`src/rtl/pingpong_transposer_pkg.sv`:
```
// Shared types for the ping-pong block transposer.
// A block is four rows of four elements; row r word holds col c in lane c.
package transposer_pkg;

  localparam int LANES  = 4;
  localparam int ELEM_W = 16;

  typedef logic [ELEM_W-1:0] elem_t;
  typedef elem_t [LANES-1:0] row_t;
  typedef row_t  [LANES-1:0] block_t;

  typedef enum logic {
    RD_IDLE,
    RD_RUN
  } rd_state_t;

endpackage

```
`src/rtl/pingpong_transposer_skew.sv`:
```
// Per-lane delay line: D skew stages plus the output register.
// Data is forced to zero whenever its valid bit is low.
module lane_skew_pipe
  import transposer_pkg::*;
#(
  parameter int D = 0
) (
  input  logic  clk,
  input  logic  rst,
  input  logic  clr,
  input  logic  in_valid,
  input  elem_t in_data,
  output logic  out_valid,
  output elem_t out_data
);

  localparam int N = D + 1;

  if (D < 0 || D > 3) begin : g_depth_chk
    $error("lane_skew_pipe: D must be 0..3");
  end

  logic  [N-1:0] vld_q, vld_d;
  elem_t [N-1:0] dat_q, dat_d;

  always_comb begin
    vld_d[0] = in_valid;
    dat_d[0] = in_valid ? in_data : '0;
    for (int i = 1; i < N; i++) begin
      vld_d[i] = vld_q[i-1];
      dat_d[i] = dat_q[i-1];
    end
    if (clr) begin
      vld_d = '0;
      dat_d = '0;
    end
  end

  always_ff @(posedge clk or posedge rst) begin
    if (rst) begin
      vld_q <= '0;
      dat_q <= '0;
    end else begin
      vld_q <= vld_d;
      dat_q <= dat_d;
    end
  end

  assign out_valid = vld_q[N-1];
  assign out_data  = dat_q[N-1];

endmodule

```
`src/rtl/pingpong_transposer.sv`:
```
// Two 4x4 banks: one fills row by row while the other replays as
// columns or rows, optionally skewed into a systolic wavefront.
module pingpong_transposer
  import transposer_pkg::elem_t;
  import transposer_pkg::row_t;
  import transposer_pkg::block_t;
  import transposer_pkg::rd_state_t;
  import transposer_pkg::RD_IDLE;
  import transposer_pkg::RD_RUN;
#(
  parameter int LANES   = 4,
  parameter int ELEM_W  = 16,
  parameter bit SKEW_EN = 1'b1
) (
  input  logic                    clk,
  input  logic                    rst,
  input  logic                    clr,
  input  logic                    bank_sel,
  input  logic                    transpose,
  input  logic                    in_valid,
  input  logic [LANES*ELEM_W-1:0] data_in,
  output logic [LANES*ELEM_W-1:0] data_out,
  output logic [LANES-1:0]        lane_valid,
  output logic                    overrun
);

  if (LANES != 4 || ELEM_W != transposer_pkg::ELEM_W) begin : g_param_chk
    $error("pingpong_transposer: LANES must be 4, ELEM_W must match pkg");
  end

  block_t [1:0] bank_q, bank_d;
  logic   [1:0] full_q, full_d;
  logic   [1:0] wr_ptr_q, wr_ptr_d;
  logic         overrun_q, overrun_d;

  rd_state_t    state_q, state_d;
  logic         rd_bank_q, rd_bank_d;
  logic         rd_mode_q, rd_mode_d;
  logic   [1:0] rd_ptr_q, rd_ptr_d;

  logic         iss_vld;
  logic         iss_bank;
  logic         iss_mode;
  logic   [1:0] iss_idx;
  logic         rd_done;
  row_t         iss_row;
  row_t         din;
  logic         wr_en;

  assign din   = row_t'(data_in);
  assign wr_en = in_valid & ~clr;

  // Idle issues index 0 in the same cycle it claims a bank.
  always_comb begin
    state_d   = state_q;
    rd_bank_d = rd_bank_q;
    rd_mode_d = rd_mode_q;
    rd_ptr_d  = rd_ptr_q;
    iss_vld   = 1'b0;
    iss_bank  = rd_bank_q;
    iss_mode  = rd_mode_q;
    iss_idx   = rd_ptr_q;
    rd_done   = 1'b0;
    case (state_q)
      RD_IDLE: begin
        if (full_q[~bank_sel]) begin
          iss_vld   = 1'b1;
          iss_bank  = ~bank_sel;
          iss_mode  = transpose;
          iss_idx   = 2'd0;
          rd_bank_d = ~bank_sel;
          rd_mode_d = transpose;
          rd_ptr_d  = 2'd1;
          state_d   = RD_RUN;
        end
      end
      RD_RUN: begin
        iss_vld  = 1'b1;
        rd_ptr_d = rd_ptr_q + 2'd1;
        if (rd_ptr_q == 2'd3) begin
          rd_done = 1'b1;
          state_d = RD_IDLE;
        end
      end
      default: state_d = RD_IDLE;
    endcase
    if (clr) begin
      state_d  = RD_IDLE;
      rd_ptr_d = 2'd0;
      iss_vld  = 1'b0;
      rd_done  = 1'b0;
    end
  end

  // Full flag is judged before this edge's clear, so a collision drops.
  always_comb begin
    bank_d    = bank_q;
    full_d    = full_q;
    wr_ptr_d  = wr_ptr_q;
    overrun_d = overrun_q;
    if (rd_done) full_d[rd_bank_q] = 1'b0;
    if (wr_en) begin
      wr_ptr_d = wr_ptr_q + 2'd1;
      if (full_q[bank_sel]) begin
        overrun_d = 1'b1;
      end else begin
        bank_d[bank_sel][wr_ptr_q] = din;
        if (wr_ptr_q == 2'd3) full_d[bank_sel] = 1'b1;
      end
    end
    if (clr) begin
      full_d    = '0;
      wr_ptr_d  = 2'd0;
      overrun_d = 1'b0;
    end
  end

  always_comb begin
    for (int i = 0; i < LANES; i++) begin
      iss_row[i] = iss_mode ? bank_q[iss_bank][i][iss_idx]
                            : bank_q[iss_bank][iss_idx][i];
    end
  end

  always_ff @(posedge clk or posedge rst) begin
    if (rst) begin
      bank_q    <= '0;
      full_q    <= '0;
      wr_ptr_q  <= '0;
      overrun_q <= 1'b0;
      state_q   <= RD_IDLE;
      rd_bank_q <= 1'b0;
      rd_mode_q <= 1'b0;
      rd_ptr_q  <= '0;
    end else begin
      bank_q    <= bank_d;
      full_q    <= full_d;
      wr_ptr_q  <= wr_ptr_d;
      overrun_q <= overrun_d;
      state_q   <= state_d;
      rd_bank_q <= rd_bank_d;
      rd_mode_q <= rd_mode_d;
      rd_ptr_q  <= rd_ptr_d;
    end
  end

  assign overrun = overrun_q;

  for (genvar i = 0; i < LANES; i++) begin : g_lane
    elem_t lane_data;
    lane_skew_pipe #(
      .D(SKEW_EN ? i : 0)
    ) u_pipe (
      .clk      (clk),
      .rst      (rst),
      .clr      (clr),
      .in_valid (iss_vld),
      .in_data  (iss_row[i]),
      .out_valid(lane_valid[i]),
      .out_data (lane_data)
    );
    assign data_out[i*ELEM_W +: ELEM_W] = lane_data;
  end

endmodule

```
`config.mk`:
```
export PLATFORM = sky130hd
export DESIGN_NAME = pingpong_transposer
export DESIGN_NICKNAME = d
export VERILOG_FILES = /design/src/rtl/pingpong_transposer_pkg.sv /design/src/rtl/pingpong_transposer_skew.sv /design/src/rtl/pingpong_transposer.sv
export SDC_FILE = /design/constraint.sdc
export NUM_CORES = 1
export LEC_CHECK = 0
export BUFFER_PORTS_ARGS = -buffer_cell sky130_fd_sc_hd__buf_2
export CORE_AREA = 4 4 327 249
export CTS_CLUSTER_DIAMETER = 150
export DETAILED_ROUTE_END_ITERATION = 8
export DIE_AREA = 0 0 331 253
export GPL_TIMING_DRIVEN = 0
export PLACE_DENSITY = 0.67
export SLEW_MARGIN = 10
export SYNTH_ARGS = -nofsm -noshare
export SYNTH_HDL_FRONTEND = slang
export SYNTH_SLANG_ARGS = --single-unit
```
`constraint.sdc`:
```
create_clock -name clk -period 27 [get_ports clk]
set_input_delay 5.4 -clock clk [delete_from_list [all_inputs] [get_ports clk]]
set_output_delay 5.4 -clock clk [all_outputs]
set_load 0.03 [all_outputs]
```
==> reports/summary.txt, run 1 <==
FF-to-FF path depth -> 9
final setup vio count -> 0
Max Buffers Root-to-Sink -> 3
HP Class -> flip-flop to flip-flop
Post-CTS Hold Fix Bufs -> 0
first-pass GRT wire length -> 151,400 µm
Async SR Flop Fraction -> 100.0%
placed inst area -> 0.03315 mm²
Primary FF master, synth -> dfrtp_1
Initial Util -> 39.69%
Final nets -> 2,788
Setup crit start -> bank_sel
final count of hold timing violations -> 0
worst r2r dst -> g_lane[1].u_pipe.dat_q[0]
FP Rows -> 89
r2r startpoint -> state_q
Crit Path Category -> input port to flip-flop
largest cells by area after synthesis -> dfrtp_1 55%, mux2_2 19%, mux2i_1 7.2%
Power Density -> 79.37 mW/mm²
initial DRC count -> 2,361
status -> complete, no violations
reg-to-reg setup timing slack -> 22.89 ns
Cell Area, Synth -> 0.03098 mm²
Slew @ Worst Pin -> 1.178 ns
clk_lat worst skew -> 0.64 ns
DP HPWL -> 77,890 µm
H-tree levels -> 3
sequential share of the synthesized area -> 55.41%
non-filler instance count after layout -> 3,811
critical path capture point -> g_lane[1].u_pipe.dat_q[0]
Total GRT Usage -> 24.76%
Netlist cell types -> 43
initial antenna violation count -> 15
Die Wd -> 331 µm
routability cong. -> 1.012
share of the synthesized area in the top cell type -> 55.41%
DR WL/cell -> 27.25 µm
FF+latch count, synth -> 686
RSZ-0062 raised after global routing -> false
DP Worst Slack -> 18.41 ns
Post-Place Cells -> 3,684
post-route cell area -> 0.03555 mm²
utilization after layout -> 45.55%
antenna diode count -> 0
Pins Over Slew Limit -> 0
Fillers -> 7,015
number of synthesized flops with an enable pin -> 0
number of global-route vias before repair -> 22,720
Worst setup SP type -> input port
YS warnings -> 0
final worst slack -> 18.83 ns
Syn-to-layout area delta -> 14.76%
Max-Cap Viols -> 0
Pleak -> 0.01758 µW
Die Y-Extent -> 253 µm
Root Buffer -> clkbuf_16
IR Drop Worst-Case VDD -> 0.03811 mV
drt via density -> 5.785
critical path arrival -> 8.60 ns
Slew Limit Headroom -> 21.49%
clk sinks -> 686
IO buf count -> 138
area leader, netlist -> dfrtp_1
Setup Fix Bufs, Post-CTS -> 0
drt pass-1 iters -> 7
FMAX -> 122.4 MHz
CTS tree -> yes
fin crit share -> 30.26%
pin count of the biggest net entering global routing -> 126
Syn Area/Cell -> 12.42 µm²
I/O Pins -> 139
post-synthesis cell count -> 2,494
fraction of layout cells with a size suffix above 1 -> 32.98%
Core Area -> 0.07806 mm²
Setup Skew -> 0.02645 ns
CTS resizes -> 0
crit path time final -> 8.169 ns
via count -> 22,050
post-route ant nets -> 0
cts bufs inserted -> 73
Worst EP required -> 27.43 ns
CP endpoint kind -> flip-flop
GRT overflow -> 0
number of remaining DRC errors -> 0
drt total wl -> 103,900 µm
Clock transition at path regs -> 0.06 ns
die area -> 0.08374 mm²
worst-path maximum fanout -> 10
post-synth net total -> 2,569
==> Yosys cell counts (17+ instances only) <==
master    number
a221oi_1      31
buf_4         64
nor2b_1      101
a21oi_1      105
a211oi_1      47
mux2i_1      223
nand3_1       33
nor3_1        19
nand2_1      243
a22oi_1       17
clkbuf_1      91
mux2_2       512
o21ai_0       70
buf_2         55
o22ai_1       31
nor2_1        24
a31oi_1       48
dfrtp_1      686
==> critical path: stages <==
cell and delay, ns:
buf_2 0.15, inv_1 0.09, o21ai_2 0.21, and2_1 0.22
buf_6 0.14, buf_2 0.35, buf_1 0.73, nand2_1 0.13
a31oi_1 0.18, o21ai_0 0.18, a21oi_1 0.80
==> report_power, final <==
group          internal (µW)  switching, µW
logic                    231            257
clock network            580            429
registers               1220            105
==> sequential cells by signal, summed over array words and instances, names as in the netlist <==
name / flops
full_q: 2
overrun: 1
g_lane.u_pipe.dat_q: 96
rd_bank_q: 1
wr_ptr_q: 2
rd_ptr_q: 2
g_lane.u_pipe.out_data: 64
bank_q: 512
state_q: 1
rd_mode_q: 1
g_lane.u_pipe.vld_q: 4
==> final cells by class <==
type / count / area (µm²) / area share (%)
Sequential cell: 686 / 17170 / 48.28
Multi-Input combinational cell: 1572 / 12520 / 35.22
Clock buffer: 100 / 2058 / 5.789
Tap cell: 1046 / 1309 / 3.681
Buffer: 227 / 1259 / 3.540
Timing Repair Buffer: 144 / 855.8 / 2.407
Clock inverter: 27 / 341.6 / 0.9607
Inverter: 9 / 43.79 / 0.1232
==> layer usage <==
| metal | track usage, % | wire, µm | vias up |
|---|---|---|---|
| met1 | 35.13 | 45060 | 11360 |
| met4 | 9.559 | 4666 | 6 |
| met2 | 35.48 | 42940 | 1115 |
| met3 | 7.694 | 11160 | 260 |
| li1 | - | - | 9307 |
| met5 | 0 | 39 | - |
==> placed cells by master (no fill, tap or decap), types with 17 or more instances in the layout <==
cell type | netlist | layout
nand3_1 | 33 | 33
a221oi_1 | 31 | 31
buf_2 | 55 | 193
buf_4 | 64 | 64
o21ai_0 | 70 | 70
a22oi_1 | 17 | 17
nor3_1 | 19 | 19
mux2_2 | 512 | 512
nor2_1 | 24 | 24
clkbuf_16 | 0 | 73
mux2i_1 | 223 | 223
dfrtp_1 | 686 | 686
a211oi_1 | 47 | 47
a21oi_1 | 105 | 105
o22ai_1 | 31 | 31
clkbuf_1 | 91 | 105
nand2_1 | 243 | 243
a31oi_1 | 48 | 48
nor2b_1 | 101 | 101
==> cells by family after synthesis <==
| group | share of synthesized area [%] |
|---|---|
| AND/OR/NAND/NOR | 6.716 |
| flip-flops | 55.41 |
| adder cells (fa/ha/maj) | 0.2019 |
| buffers and inverters | 4.180 |
| multiplexers | 25.86 |
| XOR/XNOR | 0.02827 |
| AO/OA/AOI/OAI | 7.604 |
==> worst min path at each step <==
stage                                           from                       endpoint  cells after the start
after floorplan            g_lane[1].u_pipe.dat_q[0]   g_lane[1].u_pipe.out_data[0]                      1
after global placement    g_lane[3].u_pipe.dat_q[47]  g_lane[3].u_pipe.out_data[15]                      1
after detailed placement  g_lane[3].u_pipe.dat_q[40]   g_lane[3].u_pipe.out_data[8]                      1
after CTS                 g_lane[3].u_pipe.dat_q[15]     g_lane[3].u_pipe.dat_q[31]                      1
after global routing       g_lane[2].u_pipe.dat_q[4]     g_lane[2].u_pipe.dat_q[20]                      1
final                     g_lane[2].u_pipe.dat_q[20]   g_lane[2].u_pipe.out_data[4]                      1
==> through the flow <==
| stage | power, µW | hold slack, ns | TNS, ns |
|---|---|---|---|
| 6_report | 2822 | 0.4568 | 0 |
| 4_1_cts | 2827 | 0.4610 | 0 |
| 5_1_grt | 2937 | 0.4880 | 0 |
| 2_1_floorplan | 1651 | 0.4385 | 0 |
| 3_5_place_dp | 1818 | 0.4500 | 0 |
| 3_3_place_gp | 1787 | 0.4495 | -2309.13 |
Power figures use the tool's default switching activity.
==> run 2, diff against run 1 <==
Settings changed: ABC_AREA set to 1, CORE_AREA 4 4 327 249 to 4 4 332 252, DIE_AREA 0 0 331 253 to 0 0 336 256.
Clock period 27 ns to 8.45 ns, I/O delays scaled along.
==> run 2 against run 1 <==
Power grew to 3.2 times the previous value. Non-clock buffer count rose by 130. Highest routed layer unchanged. Sequential power grew to 3.2 times the previous value. Worst hold slack got worse by 0.010 ns.
==> reports/summary.txt, run 2 <==
I/O Pins -> 139
post-synthesis cell count -> 4,017
Crit Path Category -> input port to flip-flop
Netlist cell types -> 24
Final nets -> 4,322
first-pass GRT wire length -> 191,700 µm
pin count of the biggest net entering global routing -> 41
H-tree levels -> 3
Power Density -> 248.2 mW/mm²
highest routed layer -> met5
clk_lat worst skew -> 0.65 ns
final count of hold timing violations -> 0
die area -> 0.08602 mm²
HP Class -> flip-flop to flip-flop
clk sinks -> 686
initial DRC count -> 4,797
drt pass-1 iters -> 9
top-count cell post-synth -> nand2_1
Setup Fix Bufs, Post-CTS -> 0
Max Buffers Root-to-Sink -> 3
Syn Area/Cell -> 7.945 µm²
Hold WS -> 0.4465 ns
number of global-route vias before repair -> 28,030
area leader, netlist -> dfrtp_1
IO buf count -> 136
FP Rows -> 90
status -> complete, no violations
fin crit share -> 50.50%
Worst setup SP type -> input port
Die Wd -> 336 µm
most frequent cells in the layout -> 1,086 x nand2_1, 686 x dfrtp_1, 623 x nand3_1
post-synth net total -> 4,092
DP HPWL -> 100,500 µm
most common library cells after synthesis -> 1,086 x nand2_1, 686 x dfrtp_1, 623 x nand3_1, 489 x o21ai_0, 438 x nor2_1
crit path time final -> 4.267 ns
routability cong. -> 1.103
number of synthesized flops with an enable pin -> 0
Setup Skew -> 0.02848 ns
fraction of layout cells with a size suffix above 1 -> 11.20%
Pins Over Slew Limit -> 0
Initial Util -> 39.81%
initial antenna violation count -> 11
WL met3 -> 21,050 µm
largest cells by area after synthesis -> dfrtp_1 54%, nand2_1 13%, nand3_1 9.8%
Multi-input gate area -> 0.01212 mm²
utilization after layout -> 45.81%
Max-Cap Viols -> 0
DR WL met2 -> 51,190 µm
share of the synthesized area in the top cell type -> 53.79%
max reg flops -> 512
critical path arrival -> 4.72 ns
Worst EP required -> 8.90 ns
IR Drop Worst-Case VDD -> 0.1468 mV
Root Buffer -> clkbuf_16
final setup vio count -> 0
CTS tree -> yes
DR WL/cell -> 24.80 µm
number of remaining DRC errors -> 0
drt total wl -> 133,000 µm
RSZ-0062 raised after global routing -> false
commonest non-fill, non-tap cell in the layout -> nand2_1
drt via density -> 5.626
Primary FF master, synth -> dfrtp_1
Pleak -> 0.01817 µW
Clock transition at path regs -> 0.06 ns
FMAX -> 234.4 MHz
Largest Register -> bank_q
YS warnings -> 0
final worst slack -> 4.183 ns
DP Worst Slack -> 3.777 ns
CTS resizes -> 0
Async SR Flop Fraction -> 100.0%
Cell Area, Synth -> 0.03192 mm²
Slew @ Worst Pin -> 1.262 ns
sequential share of the synthesized area -> 53.79%
CP endpoint kind -> flip-flop
register area -> 0.01717 mm²
Slew Limit Headroom -> 15.85%
Total GRT Usage -> 30.56%
worst-path maximum fanout -> 10
Core Area -> 0.08018 mm²
Syn-to-layout area delta -> 15.08%
Post-CTS Hold Fix Bufs -> 0
Die Y-Extent -> 256 µm
GRT overflow -> 0
FF+latch count, synth -> 686
post-route ant nets -> 0
cts bufs inserted -> 71
via count -> 30,180
Fillers -> 8,033
WL met1 -> 55,750 µm
## run 2: cell types whose count changed after synthesis, moves of 223 or more
cell,delta
nand2_1,+843
nand3_1,+590
mux2_2,-512
o21ai_0,+419
nor2_1,+414
inv_1,+229
mux2i_1,-223
## run 2: final timing paths
kind	startpoint	slack (ns)	to	cells past startpoint
hold / removal	g_lane[2].u_pipe.dat_q[3]	0.45	g_lane[2].u_pipe.dat_q[19]	2
max in group asynchronous	rst	5.55	bank_q[421]	8
hold reg to reg	g_lane[2].u_pipe.dat_q[3]	0.45	g_lane[2].u_pipe.dat_q[19]	2
setup reg to reg	rd_bank_q	4.49	g_lane[1].u_pipe.dat_q[2]	10
setup / recovery	clr	4.18	g_lane[1].u_pipe.dat_q[10]	6
min in group asynchronous	rst	1.10	bank_q[389]	2
## run 2: stage by stage
| step | std cells | instance area, µm² | TNS, ns | total power [µW] |
|---|---|---|---|---|
| 4_1_cts | 5361 | 36720 | 0 | 9037 |
| 5_1_grt | 5361 | 36720 | 0 | 9488 |
| 6_report | 5365 | 36730 | 0 | 9118 |
| 3_5_place_dp | 5232 | 34350 | 0 | 5833 |
| 3_3_place_gp | 5211 | 33920 | -4418.83 | 5772 |
| 2_1_floorplan | 4017 | 31920 | -1801.54 | 5151 |
## run 2: logic make-up after synthesis
| family | Yosys count | synth area share, % |
|---|---|---|
| simple gates | 2187 | 28.72 |
| flops | 686 | 53.79 |
| buf+inv | 585 | 8.229 |
| compound gates | 554 | 9.072 |
| fa+ha+maj | 5 | 0.1960 |
## run 2: layout make-up
type                            count  area share [%]
Sequential cell                   686           46.74
Multi-Input combinational cell   2746           33.01
Clock buffer                       98           5.549
Buffer                            344           4.691
Tap cell                         1058           3.604
Timing Repair Buffer              157           3.018
Inverter                          241           2.480
Clock inverter                     31          0.8857
Antenna cell                        4         0.02725
## run 2: critical path: stages
cell      delay (ns)
clkbuf_1        0.34
nor2_1          0.39
clkbuf_1        0.92
clkbuf_1        0.69
nand2_1         0.12
nor2_1          0.54
## run 2: where the power goes
| part | switching [µW] | internal, µW |
|---|---|---|
| sequential | 359 | 3800 |
| combinational | 1180 | 546 |
| clock | 1400 | 1830 |
| total | 2940 | 6170 |
## run 2: per-layer routing
layer / GRT usage (%) / vias up
met4: 9.959 / 6
met5: 0 / -
met2: 40.15 / 2024
met1: 43.78 / 14510
met3: 14.65 / 289
li1: - / 13350
